**src/rtl/riscv_pkg.sv**
```systemverilog
// Shared RISC-V constants: load/store funct3 encodings and the store-buffer depth default.
package riscv_pkg;

  localparam int STORE_BUF_DEPTH = 4;

  // Store funct3 encodings.
  localparam logic [2:0] SB = 3'b000;
  localparam logic [2:0] SH = 3'b001;
  localparam logic [2:0] SW = 3'b010;

  // Load funct3 encodings.
  localparam logic [2:0] LB  = 3'b000;
  localparam logic [2:0] LH  = 3'b001;
  localparam logic [2:0] LW  = 3'b010;
  localparam logic [2:0] LBU = 3'b100;
  localparam logic [2:0] LHU = 3'b101;

  function automatic logic is_store_f3(input logic [2:0] f3);
    return (f3 == SB) || (f3 == SH) || (f3 == SW);
  endfunction

endpackage

```
**src/rtl/store_buf_match.sv**
```systemverilog
// Youngest-match search over the live store-buffer entries for one load address.
module store_buf_match
  import riscv_pkg::*;
#(
  parameter int DEPTH      = STORE_BUF_DEPTH,
  parameter int ADDR_WIDTH = 32,
  parameter int DATA_WIDTH = 32,
  localparam int PTR_W     = $clog2(DEPTH),
  localparam int CNT_W     = PTR_W + 1
) (
  input  logic [DEPTH-1:0][2:0]            ent_funct3_i,
  input  logic [DEPTH-1:0][ADDR_WIDTH-3:0] ent_waddr_i,
  input  logic [DEPTH-1:0][DATA_WIDTH-1:0] ent_data_i,
  input  logic [PTR_W-1:0]                 head_i,
  input  logic [CNT_W-1:0]                 count_i,
  input  logic [2:0]                       ld_funct3_i,
  input  logic [ADDR_WIDTH-1:0]            ld_addr_i,
  output logic                             hit_o,
  output logic                             fwd_ok_o,
  output logic [DATA_WIDTH-1:0]            fwd_data_o
);

  logic ld_word_aligned;

  assign ld_word_aligned = (ld_addr_i[1:0] == 2'b00);

  // Walk oldest to youngest; a later match overwrites an earlier one, so the
  // youngest matching store wins.
  always_comb begin : scan
    logic [PTR_W-1:0] idx;
    idx        = '0;
    hit_o      = 1'b0;
    fwd_ok_o   = 1'b0;
    fwd_data_o = '0;
    for (int i = 0; i < DEPTH; i++) begin
      idx = head_i + PTR_W'(i);
      if ((CNT_W'(i) < count_i) && (ent_waddr_i[idx] == ld_addr_i[ADDR_WIDTH-1:2])) begin
        hit_o      = 1'b1;
        fwd_ok_o   = (ent_funct3_i[idx] == SW) && (ld_funct3_i == LW) && ld_word_aligned;
        fwd_data_o = ent_data_i[idx];
      end
    end
  end

endmodule

```
**src/rtl/store_buffer.sv**
```systemverilog
// Circular store buffer between MEM stage and data memory, with load forwarding/stall.
module store_buffer
  import riscv_pkg::*;
#(
  parameter int DEPTH      = STORE_BUF_DEPTH,
  parameter int ADDR_WIDTH = 32,
  parameter int DATA_WIDTH = 32
) (
  input  logic                  clk,
  input  logic                  reset,
  input  logic                  st_valid,
  input  logic [2:0]            st_funct3,
  input  logic [ADDR_WIDTH-1:0] st_addr,
  input  logic [DATA_WIDTH-1:0] st_data,
  output logic                  st_ready,
  input  logic                  ld_valid,
  input  logic [2:0]            ld_funct3,
  input  logic [ADDR_WIDTH-1:0] ld_addr,
  output logic [DATA_WIDTH-1:0] ld_data,
  output logic                  ld_stall,
  output logic                  mem_wr_en,
  output logic [2:0]            mem_funct3,
  output logic [ADDR_WIDTH-1:0] mem_addr,
  output logic [DATA_WIDTH-1:0] mem_wr_data,
  input  logic [DATA_WIDTH-1:0] mem_rd_data
);

  localparam int PTR_W = $clog2(DEPTH);
  localparam int CNT_W = PTR_W + 1;

  logic [DEPTH-1:0][2:0]            funct3_q;
  logic [DEPTH-1:0][ADDR_WIDTH-1:0] addr_q;
  logic [DEPTH-1:0][DATA_WIDTH-1:0] data_q;
  logic [DEPTH-1:0][ADDR_WIDTH-3:0] ent_waddr;

  logic [PTR_W-1:0] head_q, head_d;
  logic [PTR_W-1:0] tail_q, tail_d;
  logic [CNT_W-1:0] count_q, count_d;

  logic                  push;
  logic                  drain;
  logic                  hit;
  logic                  fwd_ok;
  logic [DATA_WIDTH-1:0] fwd_data;

  always_comb begin
    for (int i = 0; i < DEPTH; i++) begin
      ent_waddr[i] = addr_q[i][ADDR_WIDTH-1:2];
    end
  end

  store_buf_match #(
    .DEPTH      (DEPTH),
    .ADDR_WIDTH (ADDR_WIDTH),
    .DATA_WIDTH (DATA_WIDTH)
  ) u_match (
    .ent_funct3_i (funct3_q),
    .ent_waddr_i  (ent_waddr),
    .ent_data_i   (data_q),
    .head_i       (head_q),
    .count_i      (count_q),
    .ld_funct3_i  (ld_funct3),
    .ld_addr_i    (ld_addr),
    .hit_o        (hit),
    .fwd_ok_o     (fwd_ok),
    .fwd_data_o   (fwd_data)
  );

  assign st_ready = (count_q < CNT_W'(DEPTH));
  assign ld_stall = ld_valid && hit && !fwd_ok;

  // The memory port goes to the load unless the load is absent or stalled.
  // A reset cycle neither pushes nor writes memory.
  assign push  = st_valid && st_ready && is_store_f3(st_funct3) && !reset;
  assign drain = (count_q != '0) && (!ld_valid || ld_stall) && !reset;

  always_comb begin
    // NOTE: every signal driven here gets a default first, so no path leaves
    // one unassigned and infers a latch.
    head_d  = head_q;
    tail_d  = tail_q;
    count_d = count_q;
    if (drain) head_d = head_q + PTR_W'(1);
    if (push)  tail_d = tail_q + PTR_W'(1);
    unique case ({push, drain})
      2'b10:   count_d = count_q + CNT_W'(1);
      2'b01:   count_d = count_q - CNT_W'(1);
      default: count_d = count_q;
    endcase
  end

  // NOTE: registers use <= so every flop samples the pre-edge value of its inputs.
  always_ff @(posedge clk) begin
    if (reset) begin
      head_q  <= '0;
      tail_q  <= '0;
      count_q <= '0;
    end else begin
      head_q  <= head_d;
      tail_q  <= tail_d;
      count_q <= count_d;
    end
  end

  // NOTE: entry storage is deliberately not reset; count_q alone decides which
  // slots are live, so clearing count_q invalidates every entry.
  always_ff @(posedge clk) begin
    if (push) begin
      funct3_q[tail_q] <= st_funct3;
      addr_q[tail_q]   <= st_addr;
      data_q[tail_q]   <= st_data;
    end
  end

  always_comb begin
    mem_wr_en   = drain;
    mem_wr_data = data_q[head_q];
    mem_funct3  = drain ? funct3_q[head_q] : ld_funct3;
    mem_addr    = drain ? addr_q[head_q]   : ld_addr;
    ld_data     = (ld_valid && fwd_ok) ? fwd_data : mem_rd_data;
  end

  occupancy_bounded: assert property (@(posedge clk) disable iff (reset)
    count_q <= CNT_W'(DEPTH));

  no_drain_when_empty: assert property (@(posedge clk) disable iff (reset)
    !(drain && count_q == '0));

endmodule

```
**config.mk**
```make
export PLATFORM = sky130hd
export DESIGN_NAME = store_buffer
export DESIGN_NICKNAME = d
export VERILOG_FILES = /design/src/rtl/riscv_pkg.sv /design/src/rtl/store_buf_match.sv /design/src/rtl/store_buffer.sv
export SDC_FILE = /design/constraint.sdc
export NUM_CORES = 1
export LEC_CHECK = 0
export CORE_ASPECT_RATIO = 0.9
export CORE_MARGIN = 2
export CORE_UTILIZATION = 40
export CTS_BUF_LIST = sky130_fd_sc_hd__clkbuf_4 sky130_fd_sc_hd__clkbuf_8
export DETAILED_ROUTE_END_ITERATION = 8
export REMOVE_ABC_BUFFERS = 1
export SLEW_MARGIN = 20
export SYNTH_ARGS = -nofsm -noshare
export SYNTH_HDL_FRONTEND = slang
export SYNTH_SLANG_ARGS = --single-unit
```
**constraint.sdc**
```tcl
create_clock -name clk -period 5.86 [get_ports clk]
set_input_delay 0.879 -clock clk [delete_from_list [all_inputs] [get_ports clk]]
set_output_delay 0.879 -clock clk [all_outputs]
set_load 0.02 [all_outputs]
```
==> results of run 1 <==
==> cell usage after synthesis (13+ instances only) <==
cell	n	share of area (%)
and2_1	39	1.3
mux4_2	31	3.8
mux2i_1	192	11
nor3_1	13	0.36
o21ai_0	75	2.1
a21oi_1	146	4.0
nor3b_1	33	1.4
nand4_1	13	0.45
mux2_4	22	1.8
inv_1	23	0.47
buf_1	18	0.37
xnor2_1	83	4.0
buf_2	22	0.60
o22ai_1	17	0.58
mux2_2	136	8.4
nand2_1	45	0.93
o211ai_1	34	1.4
edfxtp_1	268	44
clkbuf_1	71	1.5
nor2_1	135	2.8
==> worst min path at each step <==
stage	slack, ns	cells after the start	endpoint	start
global placement	0.53	2	tail_q[1]	tail_q[1]
CTS	0.57	2	tail_q[1]	tail_q[1]
global route	0.63	2	tail_q[1]	tail_q[1]
floorplan	0.49	2	count_q[2]	count_q[2]
finish	0.56	2	tail_q[1]	tail_q[1]
detailed placement	0.56	2	tail_q[1]	tail_q[1]
==> state kept, by name, summed over array words and instances, names as in the netlist <==
| signal | flops |
|---|---|
| addr_q | 128 |
| data_q | 128 |
| funct3_q | 12 |
| count_q | 3 |
| head_q | 2 |
| tail_q | 2 |
==> cell families (layout without fill, tap and decap cells) <==
logic type,Yosys count,after routing,synth area share (%)
and+or+nand+nor,333,333,9.44
DFF,275,275,44.9
xor gates and xnor gates,95,95,4.56
muxes,391,391,25.3
other,0,10,0
adders and majority gates,9,9,0.618
buffers and inverters,156,482,4.38
AOI/OAI and AO/OA,330,330,10.8
==> worst max-delay path: stages, from the launching register on <==
cell and delay (ns):
dfxtp_4 0.47, bufbuf_16 0.31, mux2i_1 0.14, mux2i_1 0.19
o22ai_2 0.13, or4b_1 0.53, or4_4 0.54, or3_4 0.44
buf_6 0.21, buf_12 0.18, o211ai_1 0.07, o21ai_0 0.10
a21oi_1 0.16, mux2_2 0.17, clkdlybuf4s50_1 0.59
==> metal layers <==
metal | part of all wire (%) | routed length (um) | vias up | global-route usage (%)
li1 | - | - | 6617 | -
met1 | 45 | 26300 | 7042 | 33.7
met2 | 45 | 26500 | 490 | 38.6
met3 | 6.1 | 3570 | 107 | 4.04
met4 | 3.3 | 1930 | 2 | 9.28
met5 | 0.022 | 13 | - | 0
==> power groups by stage <==
| stage | Combinational [W] | Clock [W] | Sequential [W] |
|---|---|---|---|
| 2_1_floorplan | 0.000747 | 0 | 0.00231 |
| 3_3_place_gp | 0.00113 | 0 | 0.00224 |
| 3_5_place_dp | 0.00114 | 0 | 0.00224 |
| 4_1_cts | 0.00118 | 0.00185 | 0.00220 |
| 5_1_grt | 0.00129 | 0.00193 | 0.00220 |
| 6_report | 0.00122 | 0.00179 | 0.00220 |
==> final cells by class <==
cell class | count | area, um2
Clock buffer | 70 | 863
Antenna cell | 10 | 25.0
Fill cell | 4032 | 21800
Multi-Input combinational cell | 1158 | 9610
Inverter | 23 | 88.8
Sequential cell | 275 | 8200
Clock inverter | 19 | 110
Tap cell | 608 | 761
Timing Repair Buffer | 370 | 3730
==> stage by stage <==
step	setup TNS, ns	setup WS (ns)	instances	total power (W)
after floorplan	-885.18	-11.01	1456	0.00306
after global placement	-1.05	-0.0495	2415	0.00337
after detailed placement	-1.42	-0.0706	2415	0.00338
after CTS	-0.300	-0.0324	2520	0.00522
after global routing	-0.00121	-0.00121	2527	0.00542
final	0	0.102	2533	0.00521
==> what timing repair did <==
item,4_1_cts,5_1_grt
buffers inserted,12,3
gates resized for setup,101,78
pin swaps,2,10
setup endpoints to repair,68,46
cloned,4,0
==> results.py, run 1 <==
metrics = {
    "timing": {
        "timing.hold.ws_ns": 0.561,
        "clock-skew-final_ns": 0.0295,
        "setup_viol_count_final": 0,
        "tightest_slew_ns": 1.07,
        "hold_viol": 0,
        "relSlewSlack_pct": 28.7,
        "min_period_ns": 5.76,
        "slew_violations": 0,
        "fmax_ghz": 0.174,
        "finalCritPeriodShare_pct": 98.3,
    },
    "logic_synthesis": {
        "synth_edf_count": 268,
        "synth_seq_cells": 275,
        "netlist_instances": 1589,
        "synth_flop_cell": "edfxtp_1",
        "async_flop_share_pct": 0,
        "syn_area_per_cell_um2": 11.5,
        "ys_warn_count": 0,
        "yosys.cell_types.count": 73,
        "synthesis.area_mm2": 0.0182,
        "seq_area_frac_synth_pct": 44.9,
    },
    "final_layout": {
        "fin_nets": 2024,
        "final_cell_mix": "268 x edfxtp_1, 173 x clkdlybuf4s50_1, 169 x mux2i_1, 145 x a21oi_1, 136 x mux2_2",
        "syn2layout_area_growth_pct": 28.2,
        "drive_gt1_share_pct": 25.5,
        "postLayoutCoreUtil_pct": 51.7,
        "stdcell_area_mm2": 0.0234,
        "mostFrequentLayoutCell": "edfxtp_1",
    },
    "place": {
        "portBuffers": 239,
        "place_hpwl_um": 40800,
        "placed_area_mm2": 0.0218,
        "gp_congestion": 0.942,
    },
    "clocking": {
        "ctsHtreeMaxLevel": 2,
        "clk_latency_ns": 0.63,
        "clk_pin_slew_worst_paths_ns": 0.06,
        "clockBufferDepth": 3,
        "cts-root-buf": "clkbuf_8",
        "clock_sinks": 275,
        "cts_tree": "built",
        "cts_buffers": 49,
        "cts_hold_buf": 0,
    },
    "power_and_ir_drop": {
        "power_switching_w": 0.00145,
        "powerDensity_mw_per_mm2": 223,
        "ir_drop_mv": 0.120,
        "power_frac_comb_pct": 23.4,
        "p_seq_share_pct": 42.2,
        "p_int_w": 0.00376,
        "swShare_pct": 27.9,
        "p_leak_nw": 8.04,
        "clkPwrFrac_pct": 34.5,
    },
    "setup_path": {
        "arrival_ns": 4.88,
        "critPathKind": "flop to output pin",
        "startpoint_type": "flop",
        "reg2reg_slack_ns": 1.20,
        "cp.required_ns": 4.98,
        "crit_path_end": "ld_data[9]",
        "worst_r2r_path_depth": 16,
        "worstReg2RegEnd": "count_q[2]",
        "crit_fanout": 28,
        "timing.rr.start": "head_q[0]",
        "setup.worst_path.start": "head_q[0]",
        "cp-end-kind": "output pin",
    },
    "grt": {
        "track_usage_pct": 24.4,
        "antenna_found_initial": 7,
        "grt_max_degree": 121,
        "grt_pass1_vias": 14500,
        "grt_first_pass_wirelength_um": 87400,
        "grt_overflow_total": 0,
    },
    "status": {
        "status": "finished, final reports clean",
    },
    "routing": {
        "vias": 14300,
        "firstDrtPassIters": 5,
        "via_per_inst": 5.63,
        "drt_iter0_drc": 1165,
        "wl_per_cell_um": 23.0,
        "drtAntennaViolNets": 0,
        "wl_um": 58400,
        "drc_errors": 0,
    },
    "floorplan": {
        "die_w_um": 229,
        "rows": 74,
        "die_y_um": 207,
        "start_util_pct": 40.4,
        "io-pin-count": 240,
        "core_mm2": 0.0452,
        "die_area_mm2": 0.0473,
    },
    "run": {
        "maxCapViolations": 0,
    },
    "min_path": {
        "hold_class": "flop to flop",
    },
}
Note: power is estimated with default switching activity, not from simulation.
==> inputs of run 2 (changes only) <==
--- a/config.mk
+++ b/config.mk
@@ -5,6 +5,7 @@
 export SDC_FILE = /design/constraint.sdc
 export NUM_CORES = 1
 export LEC_CHECK = 0
+export ABC_AREA = 1
 export CORE_ASPECT_RATIO = 0.9
 export CORE_MARGIN = 2
 export CORE_UTILIZATION = 40
==> results.py, run 2 <==
metrics = {
    "status": {
        "status": "finished, final reports clean",
    },
    "setup_path": {
        "crit_fanout": 65,
        "cp_slowest_cell": "clkdlybuf4s50_1",
        "crit_top_cell": "nand2_1",
        "cp-end-kind": "output pin",
        "crit_cells": 15,
        "setup.worst_path.start": "head_q[0]",
        "worst_r2r_path_depth": 25,
        "timing.rr.start": "head_q[0]",
        "reg2reg_slack_ns": 1.78,
        "startpoint_type": "flop",
        "critPathKind": "flop to output pin",
        "max_stage_delay_ns": 0.62,
        "cp.required_ns": 4.98,
        "crit_path_end": "ld_data[2]",
        "arrival_ns": 4.62,
        "crit_family": "buffers and inverters",
        "path_buf_inv": 4,
        "path_cells": "inv_4 > nand2_1 > nand2_2 > buf_12 > nand2_1 > nand2_1 > xor2_1 > nor2_1 > nand2_1 > nor2_1 > nand4_2 > buf_4 > o21ai_0 > o21ai_1 > clkdlybuf4s50_1",
        "worstReg2RegEnd": "count_q[2]",
    },
    "clocking": {
        "cts_hold_buf": 0,
        "cts_tree": "built",
        "clk_pin_slew_worst_paths_ns": 0.06,
        "clock_sinks": 275,
        "cts-root-buf": "clkbuf_8",
        "ctsHtreeMaxLevel": 2,
        "clk_latency_ns": 0.66,
        "clockBufferDepth": 3,
        "cts_buffers": 52,
    },
    "final_layout": {
        "syn2layout_area_growth_pct": 21.6,
        "layout.cells.non_filler": 3535,
        "drive_gt1_share_pct": 4.87,
        "final_cell_mix": "1089 x nand2_1, 306 x o21ai_0, 268 x edfxtp_1, 260 x inv_1, 245 x nand3_1",
        "fin_nets": 3017,
        "mostFrequentLayoutCell": "nand2_1",
        "stdcell_area_mm2": 0.0228,
        "num-fill-cells": 4600,
        "reg.largest.list": "addr_q x128, data_q x128, funct3_q x12",
    },
    "power_and_ir_drop": {
        "finalPower_w": 0.00577,
        "p_seq_share_pct": 38.1,
        "ir_drop_mv": 0.131,
        "powerDensity_mw_per_mm2": 253,
        "p_int_w": 0.00377,
        "clkPwrFrac_pct": 32.7,
        "power_switching_w": 0.00200,
        "swShare_pct": 34.7,
        "power_frac_comb_pct": 29.3,
        "p_leak_nw": 10.0,
    },
    "timing": {
        "setup_viol_count_final": 0,
        "rsz0062_at_grt": "false",
        "fmax_ghz": 0.182,
        "tightest_slew_ns": 0.872,
        "setup_tns_ns": 0,
        "slew_violations": 0,
        "clock-skew-final_ns": 0.0417,
        "relSlewSlack_pct": 41.8,
        "min_period_ns": 5.50,
        "finalCritPeriodShare_pct": 93.8,
        "hold_viol": 0,
    },
    "place": {
        "gp_congestion": 0.920,
        "portBuffers": 239,
        "placed_cells": 3423,
        "place_hpwl_um": 40700,
        "placed_area_mm2": 0.0216,
    },
    "floorplan": {
        "core_mm2": 0.0465,
        "die_y_um": 209,
        "die_w_um": 232,
        "rows": 75,
        "start_util_pct": 40.3,
        "io-pin-count": 240,
        "die_area_mm2": 0.0486,
    },
    "logic_synthesis": {
        "netlist_instances": 2688,
        "synth_seq_cells": 275,
        "async_flop_share_pct": 0,
        "synth_commonest_cells": "1092 x nand2_1, 306 x o21ai_0, 268 x edfxtp_1, 260 x inv_1, 246 x nand3_1",
        "synthesis.area_mm2": 0.0187,
        "synth_top_area_share_pct": 43.0,
        "synth_area_leader_cell": "edfxtp_1",
        "synth.most_common_cell": "nand2_1",
        "yosys.cell_types.count": 32,
        "seq_area_frac_synth_pct": 43.7,
        "synthTopCellsByArea": "edfxtp_1 43%, nand2_1 22%, o21ai_0 8.2%, nand3_1 6.6%, inv_1 5.2%",
        "synth_edf_count": 268,
        "ys_warn_count": 0,
        "syn_area_per_cell_um2": 6.97,
        "synth_flop_cell": "edfxtp_1",
    },
    "routing": {
        "wl_um": 61400,
        "via_per_inst": 5.23,
        "vias": 18500,
        "wl_per_cell_um": 17.4,
        "drt_iter0_drc": 1582,
        "drc_errors": 0,
        "firstDrtPassIters": 6,
        "drtAntennaViolNets": 0,
    },
    "min_path": {
        "worstHoldStart": "tail_q[1]",
        "hold_class": "flop to flop",
    },
    "grt": {
        "grt_overflow_total": 0,
        "antenna_found_initial": 5,
        "grt_pass1_vias": 16800,
        "grt_max_degree": 173,
        "grt_first_pass_wirelength_um": 92400,
        "track_usage_pct": 24.6,
    },
    "run": {
        "maxCapViolations": 0,
    },
}
## run 2: cell count changes after synthesis, moves of 83 or more
cell | before | now
nand2_1 | 45 | 1092
inv_1 | 23 | 260
nand3_1 | 10 | 246
o21ai_0 | 75 | 306
mux2i_1 | 192 | 3
mux2_2 | 136 | 0
a21oi_1 | 146 | 14
o21ai_1 | 1 | 109
xnor2_1 | 83 | 0
## run 2: how the worst min path moves through the flow
stage	slack (ns)	cells after the start	end
4_1_cts	0.54	2	tail_q[1]
5_1_grt	0.56	2	tail_q[1]
3_3_place_gp	0.51	2	tail_q[1]
6_report	0.54	2	tail_q[1]
3_5_place_dp	0.53	2	tail_q[1]
2_1_floorplan	0.49	2	tail_q[1]
## run 2: routing by layer
layer  vias up  routed length, um  global-route usage (%)
li1       9210                  -                       -
met2       718              27700                    39.2
met5         -                 40                       0
met4         6               1500                    7.27
met3       106               5280                    4.77
met1      8431              26900                    34.0
## run 2: worst min-delay path, cell delays in order, from the launching register on
cell     delay (ns)
dfxtp_1        0.33
inv_1          0.10
a21oi_1        0.07
## run 2: timing repair
item / 4_1_cts / 5_1_grt
gates cloned: 1 / 4
setup buffers: 0 / 4
resized for setup: 4 / 9
endpoints found under the setup margin: 33 / 68
pin swaps: 1 / 2
endpoints found under the hold margin: 0 / 0
## run 2: logic make-up after synthesis
logic type | after synthesis | share of synthesized area (%)
DFF | 275 | 43.7
buffers and inverters | 416 | 9.27
AOI/OAI and AO/OA | 513 | 14.6
and+or+nand+nor | 1465 | 31.3
adders and majority gates | 9 | 0.601
muxes | 3 | 0.160
xor gates and xnor gates | 7 | 0.327
## run 2: power by group through the flow
| stage | combinational, W | clock (W) | sequential, W |
|---|---|---|---|
| global route | 0.00188 | 0.00202 | 0.00220 |
| detailed placement | 0.00162 | 0 | 0.00224 |
| global placement | 0.00160 | 0 | 0.00224 |
| floorplan | 0.00101 | 0 | 0.00230 |
| CTS | 0.00164 | 0.00193 | 0.00220 |
| finish | 0.00169 | 0.00189 | 0.00220 |
## run 2: area by class of cell
type | count | area, um2 | area share, %
Inverter | 265 | 1000 | 4.39
Timing Repair Buffer | 276 | 2850 | 12.5
Sequential cell | 275 | 8200 | 36.0
Multi-Input combinational cell | 2000 | 8910 | 39.1
Clock inverter | 41 | 287 | 1.26
Tap cell | 616 | 771 | 3.38
Antenna cell | 6 | 15.0 | 0.0659
Clock buffer | 56 | 746 | 3.27
## run 2: stage by stage
stage                     hold WS [ns]  utilization, %  worst slack, ns
final                            0.539            49.0            0.365
after global routing             0.561            49.0          0.00586
after CTS                        0.542            48.7         0.000238
after detailed placement         0.534            46.4            0.467
after global placement           0.507            46.4            0.430
after floorplan                  0.490               -           -10.00
